--- src/rtl/ps2_keyboard_cmd_sequencer_if.sv ---
// Bundle between the PS/2 command sequencer and its neighbours: received bytes in,
// byte-transmit handshake out, and the filtered byte stream toward the key decoder.
interface ps2_keyboard_cmd_sequencer_if;
   logic       ps2_rx_data__valid;
   logic [7:0] ps2_rx_data__data;
   logic       ps2_rx_data__parity_error;
   logic       ps2_rx_data__protocol_error;
   logic       ps2_rx_data__timeout;
   logic       tx_req;
   logic [7:0] tx_data;
   logic       tx_done;
   logic       tx_error;
   logic       fwd_rx_data__valid;
   logic [7:0] fwd_rx_data__data;
   logic       fwd_rx_data__parity_error;
   logic       fwd_rx_data__protocol_error;
   logic       fwd_rx_data__timeout;

   modport master (
      input  ps2_rx_data__valid, ps2_rx_data__data, ps2_rx_data__parity_error,
             ps2_rx_data__protocol_error, ps2_rx_data__timeout, tx_done, tx_error,
      output tx_req, tx_data, fwd_rx_data__valid, fwd_rx_data__data,
             fwd_rx_data__parity_error, fwd_rx_data__protocol_error, fwd_rx_data__timeout
   );

   modport slave (
      output ps2_rx_data__valid, ps2_rx_data__data, ps2_rx_data__parity_error,
             ps2_rx_data__protocol_error, ps2_rx_data__timeout, tx_done, tx_error,
      input  tx_req, tx_data, fwd_rx_data__valid, fwd_rx_data__data,
             fwd_rx_data__parity_error, fwd_rx_data__protocol_error, fwd_rx_data__timeout
   );
endinterface

--- src/rtl/ps2_keyboard_cmd_sequencer.sv ---
// Host-to-keyboard command sequencer: reset/BAT, LED updates, ack/resend/timeout retries.
// Define TYPEMATIC_INIT_EN to append a typematic-rate command after a successful BAT.
module ps2_keyboard_cmd_sequencer #(
   parameter int unsigned ACK_TIMEOUT    = 50000,
   parameter int unsigned BAT_TIMEOUT    = 1000000,
`ifdef TYPEMATIC_INIT_EN
   parameter logic [7:0]  TYPEMATIC_RATE = 8'h20,
`endif
   parameter int unsigned MAX_RETRIES    = 3
) (
   input  logic                          clk,
   input  logic                          clk__enable,
   input  logic                          reset_n,
   ps2_keyboard_cmd_sequencer_if.master  bus,
   input  logic [2:0]                    led_state,
   input  logic                          led_update,
   input  logic                          reset_request,
   output logic                          busy,
   output logic                          kbd_ready,
   output logic                          cmd_error
);

   localparam logic [23:0] ACK_LAST  = 24'(ACK_TIMEOUT - 1);
   localparam logic [23:0] BAT_LAST  = 24'(BAT_TIMEOUT - 1);
   localparam logic [2:0]  RETRY_MAX = 3'(MAX_RETRIES);

   typedef enum logic [3:0] {
      IDLE, RST_SEND, RST_ACK, BAT_WAIT, LED_SEND, LED_ACK, LDAT_SEND, LDAT_ACK, ERROR
`ifdef TYPEMATIC_INIT_EN
      , TYP_SEND, TYP_ACK, TDAT_SEND, TDAT_ACK
`endif
   } state_t;

   state_t      state, next_state, step_state, retry_state;
   logic [2:0]  retry_cnt;
   logic [23:0] timer;
   logic [2:0]  led_reg;
   logic        led_pending, reset_pending;
   logic        is_send, in_ack, waiting, expired, advance, resend, set_ready;
   logic        rx_err, rx_ack, rx_nak;
   logic [7:0]  send_byte;

   // Each SEND state names its follow-on ACK state; each ACK state names the SEND state it retries.
   always_comb begin
      next_state  = state;
      step_state  = state;
      retry_state = state;
      is_send     = 1'b0;
      in_ack      = 1'b0;
      waiting     = 1'b0;
      advance     = 1'b0;
      resend      = 1'b0;
      set_ready   = 1'b0;
      send_byte   = 8'h00;
      rx_err  = bus.ps2_rx_data__parity_error | bus.ps2_rx_data__protocol_error |
                bus.ps2_rx_data__timeout;
      rx_ack  = bus.ps2_rx_data__valid && !rx_err && (bus.ps2_rx_data__data == 8'hFA);
      rx_nak  = bus.ps2_rx_data__valid && (rx_err || (bus.ps2_rx_data__data == 8'hFE));
      expired = timer >= ((state == BAT_WAIT) ? BAT_LAST : ACK_LAST);
      case (state)
         IDLE: begin
            if (reset_request || reset_pending)
               next_state = RST_SEND;
            else if (led_pending || led_update)
               next_state = LED_SEND;
         end
         RST_SEND:  begin is_send = 1'b1; send_byte = 8'hFF; step_state = RST_ACK; end
         RST_ACK:   begin in_ack = 1'b1; step_state = BAT_WAIT; retry_state = RST_SEND; end
         BAT_WAIT: begin
            waiting = 1'b1;
            if (bus.ps2_rx_data__valid && !rx_err && (bus.ps2_rx_data__data == 8'hAA)) begin
`ifdef TYPEMATIC_INIT_EN
               next_state = TYP_SEND;
`else
               next_state = IDLE;
               set_ready  = 1'b1;
`endif
            end else if (bus.ps2_rx_data__valid && !rx_err && (bus.ps2_rx_data__data == 8'hFC))
               next_state = ERROR;
            else if (!bus.ps2_rx_data__valid && expired)
               next_state = ERROR;
         end
         LED_SEND:  begin is_send = 1'b1; send_byte = 8'hED; step_state = LED_ACK; end
         LED_ACK:   begin in_ack = 1'b1; step_state = LDAT_SEND; retry_state = LED_SEND; end
         LDAT_SEND: begin is_send = 1'b1; send_byte = {5'b0, led_reg}; step_state = LDAT_ACK; end
         LDAT_ACK:  begin in_ack = 1'b1; step_state = IDLE; retry_state = LDAT_SEND; end
`ifdef TYPEMATIC_INIT_EN
         TYP_SEND:  begin is_send = 1'b1; send_byte = 8'hF3; step_state = TYP_ACK; end
         TYP_ACK:   begin in_ack = 1'b1; step_state = TDAT_SEND; retry_state = TYP_SEND; end
         TDAT_SEND: begin is_send = 1'b1; send_byte = TYPEMATIC_RATE; step_state = TDAT_ACK; end
         TDAT_ACK: begin
            in_ack      = 1'b1;
            step_state  = IDLE;
            retry_state = TDAT_SEND;
            set_ready   = rx_ack;
         end
`endif
         ERROR: begin
            if (reset_request)
               next_state = RST_SEND;
         end
         default: next_state = IDLE;
      endcase
      if (is_send) begin
         if (bus.tx_done)
            next_state = step_state;
         else if (bus.tx_error)
            resend = 1'b1;
      end
      // A byte arriving in the expiry cycle wins; an ignored byte just defers expiry one cycle.
      if (in_ack) begin
         waiting = 1'b1;
         if (rx_ack) begin
            next_state = step_state;
            advance    = 1'b1;
         end else if (rx_nak || (!bus.ps2_rx_data__valid && expired))
            resend = 1'b1;
      end
      if (resend)
         next_state = (retry_cnt < RETRY_MAX) ? retry_state : ERROR;
   end

   // tx_data is loaded in the first SEND cycle, the same edge tx_req rises, so it is stable under tx_req.
   always_ff @(posedge clk) begin
      if (clk__enable) begin
         if (!reset_n) begin
            state                           <= RST_SEND;
            bus.tx_req                      <= 1'b0;
            bus.tx_data                     <= 8'h00;
            retry_cnt                       <= 3'd0;
            timer                           <= 24'd0;
            led_reg                         <= 3'd0;
            led_pending                     <= 1'b0;
            reset_pending                   <= 1'b0;
            busy                            <= 1'b0;
            kbd_ready                       <= 1'b0;
            cmd_error                       <= 1'b0;
            bus.fwd_rx_data__valid          <= 1'b0;
            bus.fwd_rx_data__data           <= 8'h00;
            bus.fwd_rx_data__parity_error   <= 1'b0;
            bus.fwd_rx_data__protocol_error <= 1'b0;
            bus.fwd_rx_data__timeout        <= 1'b0;
         end else begin
            state      <= next_state;
            bus.tx_req <= is_send && (next_state == state) && !bus.tx_error;
            if (is_send && !bus.tx_req)
               bus.tx_data <= send_byte;
            if (advance || state == IDLE || state == ERROR)
               retry_cnt <= 3'd0;
            else if (resend && retry_cnt < RETRY_MAX)
               retry_cnt <= retry_cnt + 3'd1;
            timer <= (waiting && next_state == state) ? timer + 24'd1 : 24'd0;
            if (led_update)
               led_reg <= led_state;
            if (next_state == LED_SEND && state != LED_SEND)
               led_pending <= 1'b0;
            else if (led_update && state != IDLE)
               led_pending <= 1'b1;
            if ((state == IDLE || state == ERROR) && next_state == RST_SEND)
               reset_pending <= 1'b0;
            else if (reset_request && state != IDLE && state != ERROR)
               reset_pending <= 1'b1;
            if ((next_state == RST_SEND && state != RST_SEND) || next_state == ERROR)
               kbd_ready <= 1'b0;
            else if (set_ready)
               kbd_ready <= 1'b1;
            busy      <= (next_state != IDLE) && (next_state != ERROR);
            cmd_error <= (next_state == ERROR);
            bus.fwd_rx_data__valid          <= bus.ps2_rx_data__valid && (state == IDLE);
            bus.fwd_rx_data__data           <= bus.ps2_rx_data__data;
            bus.fwd_rx_data__parity_error   <= bus.ps2_rx_data__parity_error;
            bus.fwd_rx_data__protocol_error <= bus.ps2_rx_data__protocol_error;
            bus.fwd_rx_data__timeout        <= bus.ps2_rx_data__timeout;
         end
      end
   end

endmodule

--- src/flat_wrapper.sv ---
// flat-port wrapper written by rule: the top's interface ports become plain ports
module ps2_keyboard_cmd_sequencer_flat 
#(
   parameter int unsigned ACK_TIMEOUT    = 50000,
   parameter int unsigned BAT_TIMEOUT    = 1000000,

   parameter int unsigned MAX_RETRIES    = 3
)
  (clk, clk__enable, reset_n, led_state, led_update, reset_request, busy, kbd_ready, cmd_error, bus_ps2_rx_data__valid, bus_ps2_rx_data__data, bus_ps2_rx_data__parity_error, bus_ps2_rx_data__protocol_error, bus_ps2_rx_data__timeout, bus_tx_done, bus_tx_error, bus_tx_req, bus_tx_data, bus_fwd_rx_data__valid, bus_fwd_rx_data__data, bus_fwd_rx_data__parity_error, bus_fwd_rx_data__protocol_error, bus_fwd_rx_data__timeout);
  ps2_keyboard_cmd_sequencer_if bus_i ();
  input  logic clk;
  input  logic clk__enable;
  input  logic reset_n;
  input  logic [2:0] led_state;
  input  logic led_update;
  input  logic reset_request;
  output logic busy;
  output logic kbd_ready;
  output logic cmd_error;
  input wire logic [$bits(bus_i.ps2_rx_data__valid)-1:0] bus_ps2_rx_data__valid;
  input wire logic [$bits(bus_i.ps2_rx_data__data)-1:0] bus_ps2_rx_data__data;
  input wire logic [$bits(bus_i.ps2_rx_data__parity_error)-1:0] bus_ps2_rx_data__parity_error;
  input wire logic [$bits(bus_i.ps2_rx_data__protocol_error)-1:0] bus_ps2_rx_data__protocol_error;
  input wire logic [$bits(bus_i.ps2_rx_data__timeout)-1:0] bus_ps2_rx_data__timeout;
  input wire logic [$bits(bus_i.tx_done)-1:0] bus_tx_done;
  input wire logic [$bits(bus_i.tx_error)-1:0] bus_tx_error;
  output wire logic [$bits(bus_i.tx_req)-1:0] bus_tx_req;
  output wire logic [$bits(bus_i.tx_data)-1:0] bus_tx_data;
  output wire logic [$bits(bus_i.fwd_rx_data__valid)-1:0] bus_fwd_rx_data__valid;
  output wire logic [$bits(bus_i.fwd_rx_data__data)-1:0] bus_fwd_rx_data__data;
  output wire logic [$bits(bus_i.fwd_rx_data__parity_error)-1:0] bus_fwd_rx_data__parity_error;
  output wire logic [$bits(bus_i.fwd_rx_data__protocol_error)-1:0] bus_fwd_rx_data__protocol_error;
  output wire logic [$bits(bus_i.fwd_rx_data__timeout)-1:0] bus_fwd_rx_data__timeout;
  assign bus_i.ps2_rx_data__valid = bus_ps2_rx_data__valid;
  assign bus_i.ps2_rx_data__data = bus_ps2_rx_data__data;
  assign bus_i.ps2_rx_data__parity_error = bus_ps2_rx_data__parity_error;
  assign bus_i.ps2_rx_data__protocol_error = bus_ps2_rx_data__protocol_error;
  assign bus_i.ps2_rx_data__timeout = bus_ps2_rx_data__timeout;
  assign bus_i.tx_done = bus_tx_done;
  assign bus_i.tx_error = bus_tx_error;
  assign bus_tx_req = bus_i.tx_req;
  assign bus_tx_data = bus_i.tx_data;
  assign bus_fwd_rx_data__valid = bus_i.fwd_rx_data__valid;
  assign bus_fwd_rx_data__data = bus_i.fwd_rx_data__data;
  assign bus_fwd_rx_data__parity_error = bus_i.fwd_rx_data__parity_error;
  assign bus_fwd_rx_data__protocol_error = bus_i.fwd_rx_data__protocol_error;
  assign bus_fwd_rx_data__timeout = bus_i.fwd_rx_data__timeout;
  ps2_keyboard_cmd_sequencer #(.ACK_TIMEOUT(ACK_TIMEOUT), .BAT_TIMEOUT(BAT_TIMEOUT), .MAX_RETRIES(MAX_RETRIES)) u_core (.clk(clk), .clk__enable(clk__enable), .reset_n(reset_n), .bus(bus_i), .led_state(led_state), .led_update(led_update), .reset_request(reset_request), .busy(busy), .kbd_ready(kbd_ready), .cmd_error(cmd_error));
endmodule
--- config.mk ---
export PLATFORM = sky130hd
export DESIGN_NAME = ps2_keyboard_cmd_sequencer_flat
export DESIGN_NICKNAME = d
export VERILOG_FILES = /design/src/rtl/ps2_keyboard_cmd_sequencer_if.sv /design/src/rtl/ps2_keyboard_cmd_sequencer.sv /design/src/flat_wrapper.sv
export SDC_FILE = /design/constraint.sdc
export NUM_CORES = 1
export LEC_CHECK = 0
export ABC_CLOCK_PERIOD_IN_PS = 5300
export CORE_ASPECT_RATIO = 1.5
export CORE_UTILIZATION = 45
export CTS_CLUSTER_SIZE = 25
export DETAILED_ROUTE_END_ITERATION = 6
export MAX_ROUTING_LAYER = met4
export PLACE_DENSITY_LB_ADDON = 0.25
export SLEW_MARGIN = 20
export SYNTH_ARGS = -nofsm -noshare
export SYNTH_HDL_FRONTEND = slang
export SYNTH_SLANG_ARGS = --single-unit
--- constraint.sdc ---
create_clock -name clk -period 5.3 [get_ports clk]
set_input_delay 1.06 -clock clk [delete_from_list [all_inputs] [get_ports clk]]
set_output_delay 1.06 -clock clk [all_outputs]
set_load 0.02 [all_outputs]
==> results by group <==
Cells and area
  – Largest Register: u_core.timer
  – Final core occ: 56.4%
  – N_diodes: 0
  – Max reg flops: 24
  – # fillers: 695
  – Share of cells above drive strength 1: 14.1%
  – Area delta synth->final: 21.8%
  – Nets: 419
  – Top flop regs: u_core.timer (24), u_core.bus.fwd_rx_data__data (8), u_core.bus.tx_data (5)
  – Fin cells: 496

Pwr
  – Sw power: 0.365 mW
  – Sw Ratio: 26.2%
  – Sequential power share: 39.5%
  – LEAKAGE: 1.48 nW
  – Internal power: 1.03 mW
  – Power Density: 311 nW/um2
  – Comb power frac: 16.9%
  – Clk network pwr share: 43.6%
  – Peak supply drop: 0.195 mV

Setup path
  – Slowest cell delay on critical path: 0.69 ns
  – Crit path max-delay family: simple AND/OR/NAND/NOR gates
  – Critical path data arrival time: 4.37 ns
  – Crit start category: register
  – WP buf/inv: 0
  – CP Max Fanout: 25
  – Most frequent CP cell: nor4_2
  – R2R Setup Slk: 1.08 ns
  – Worst setup EP type: register
  – Cell Chain, Critical Path: nor2b_1 > nand2_1 > ha_1 > a211oi_1 > nor2_1 > nor4_2 > a31oi_4 > a32oi_2 > mux2_4 > nor4_2
  – Crit-path slowest cell: edfxtp_1
  – WS Path Type: reg -> reg
  – WP data required: 5.45 ns

Synth
  – Mean Syn Cell Area: 10.7 um2
  – Synth Instances: 344
  – Compound-Gate Fraction of Synth Area: 11.7%
  – Primary FF master, synth: edfxtp_1
  – Simple-Gate Fraction of Synth Area: 25.9%
  – Asr flop ratio synth: 0%
  – Synth Area in Adders: 3.73%
  – Yosys reg bits: 57
  – Register area share after synthesis: 46.4%
  – Post-synth cell types: 56
  – Mux share of post-synthesis cell area: 1.56%
  – Post-Synth XOR/XNOR Area: 5.70%
  – Syn_nets: 377
  – Synthesized area: 3690 um2
  – Main combinational cell family by area after synthesis: simple AND/OR/NAND/NOR gates
  – Post-synth EDFFs: 57
  – Yosys warns: 0

CTS
  – H-Tree Level Count: 3
  – Postcts setup bufs: 0
  – Clock Sinks: 57
  – Clock tree buffer depth: 2
  – Post-cts resize count: 0
  – Post-CTS Hold Fix Bufs: 0
  – CTS tree: built
  – Clk slew on worst S/H paths: 0.05 ns
  – TritonCTS Buffers: 9
  – CTS root buf: clkbuf_16
  – Clk_lat worst skew: 0.33 ns

Route
  – DRC violations left: 0
  – Drt pass-1 iters: 4
  – Drt first-iter violations: 149
  – Final WL: 8.55 mm
  – Antenna-violating nets left: 0
  – Routed vias: 2847
  – Wire per inst: 17.2 um
  – Via-per-instance ratio: 5.74

GRT
  – Initial antenna violation count: 0
  – Grt total ovfl: 0
  – GR Util All Layers: 22.5%
  – First-pass GRT wire length: 13.7 mm
  – Largest net degree at the start of global routing: 46
  – Vias in the first global route: 2860

Timing
  – Slew HR: 31.0%
  – RSZ-0062 raised after global routing: false
  – Setup tns final: 0 ns
  – Crit path time final: 4.22 ns
  – Max Fclk: 237 MHz
  – Final period util: 79.6%
  – Final Max Tran Viols: 0
  – Final Hold Fails: 0
  – Least-Margin Pin Slew: 1.04 ns
  – Worst Skew: 0.00705 ns
  – # setup viols final: 0

Die
  – Die height: 113 um
  – Die area: 8560 um2
  – Num ports: 46
  – Die Wd: 75.9 um
  – Core Region: 7960 um2
  – Starting Density: 46.3%
  – Number of placement rows: 40

Place
  – Buffers on Ports: 45
  – Placed Instances: 480
  – DP HPWL: 6.08 mm
  – Gp weighted congestion: 0.952

Status
  – Status: complete, no violations

Job
  – Max cap viols: 0

Hold path
  – Hold crit path type: reg -> reg
-- path summary, 6_finish.rpt --
path,from,endpoint,cells past startpoint
max,u_core.state[2],u_core.timer[15],10
min,u_core.retry_cnt[0],u_core.retry_cnt[0],1
max reg2reg,u_core.state[2],u_core.timer[15],10
min reg2reg,u_core.retry_cnt[0],u_core.retry_cnt[0],1
-- cells by family after synthesis --
group,after synthesis
XOR/XNOR,24
AO/OA/AOI/OAI,62
buffers and inverters,34
multiplexers,5
flip-flops,57
AND/OR/NAND/NOR,151
adder cells (fa/ha/maj),11
-- per-stage QoR --
stage | hold slack, ns | setup slack [ns] | cell area, um2 | power [mW]
after floorplan | 0.562 | 1.77 | 3690 | 0.715
after global placement | 0.593 | 1.14 | 4180 | 0.792
after detailed placement | 0.600 | 1.06 | 4180 | 0.795
after CTS | 0.607 | 1.12 | 4490 | 1.41
after global routing | 0.626 | 0.846 | 4490 | 1.45
final | 0.602 | 1.08 | 4490 | 1.40
-- per-layer routing --
metal	track usage (%)	wire, um	vias to the layer above	share of wire (%)
met5	-	0	-	0
met4	15.8	446	0	5.2
met3	4.45	319	34	3.7
met2	36.9	4540	79	53
met1	23.2	3240	1355	38
li1	-	-	1379	-
-- layout by cell type (no fill, tap or decap), types with 14 or more instances in the layout --
master / instances
a21oi_1: 24
and2_1: 16
clkdlybuf4s50_1: 44
edfxtp_1: 57
inv_1: 14
nand2_1: 18
nand3_1: 14
nor2_1: 32
nor4_2: 21
xnor2_1: 14
-- power groups by stage --
stage	clock, mW	combinational, mW	sequential [mW]
finish	0.610	0.236	0.552
CTS	0.621	0.236	0.552
global route	0.642	0.255	0.554
floorplan	0	0.147	0.568
global placement	0	0.233	0.559
detailed placement	0	0.235	0.560
-- area by class of cell --
class / instances / area, um2 / share of cell area [%]
Multi-Input combinational cell: 253 / 1800 / 40.0
Clock inverter: 6 / 82.6 / 1.84
Clock buffer: 10 / 229 / 5.10
Timing Repair Buffer: 50 / 483 / 10.8
Tap cell: 105 / 131 / 2.93
Inverter: 15 / 56.3 / 1.25
Sequential cell: 57 / 1710 / 38.1
-- Yosys cell counts (all sizes together) (2+ instances only) --
master | n | area share (%)
edfxtp | 57 | 46
nor2 | 32 | 3.3
nor4 | 28 | 8.3
a21oi | 25 | 3.5
nand2 | 18 | 1.8
and2 | 16 | 2.7
inv | 14 | 1.4
nand3 | 14 | 1.9
xnor2 | 14 | 3.3
buf | 12 | 2.7
o21ai | 12 | 1.6
ha | 11 | 3.7
xor2 | 10 | 2.4
nor3 | 9 | 1.2
nand4 | 8 | 1.4
clkbuf | 7 | 0.71
nand2b | 5 | 0.85
nor2b | 5 | 0.85
a211oi | 3 | 0.61
and3 | 3 | 0.51
mux2 | 3 | 1.0
o21a | 3 | 0.61
or2 | 3 | 0.51
a31o | 2 | 0.48
a31oi | 2 | 0.75
mux2i | 2 | 0.54
nor4b | 2 | 0.48
nor4bb | 2 | 0.54
o211ai | 2 | 0.41
o31a | 2 | 0.48
or4 | 2 | 0.51
No activity file was read; power rests on OpenSTA's default activity.
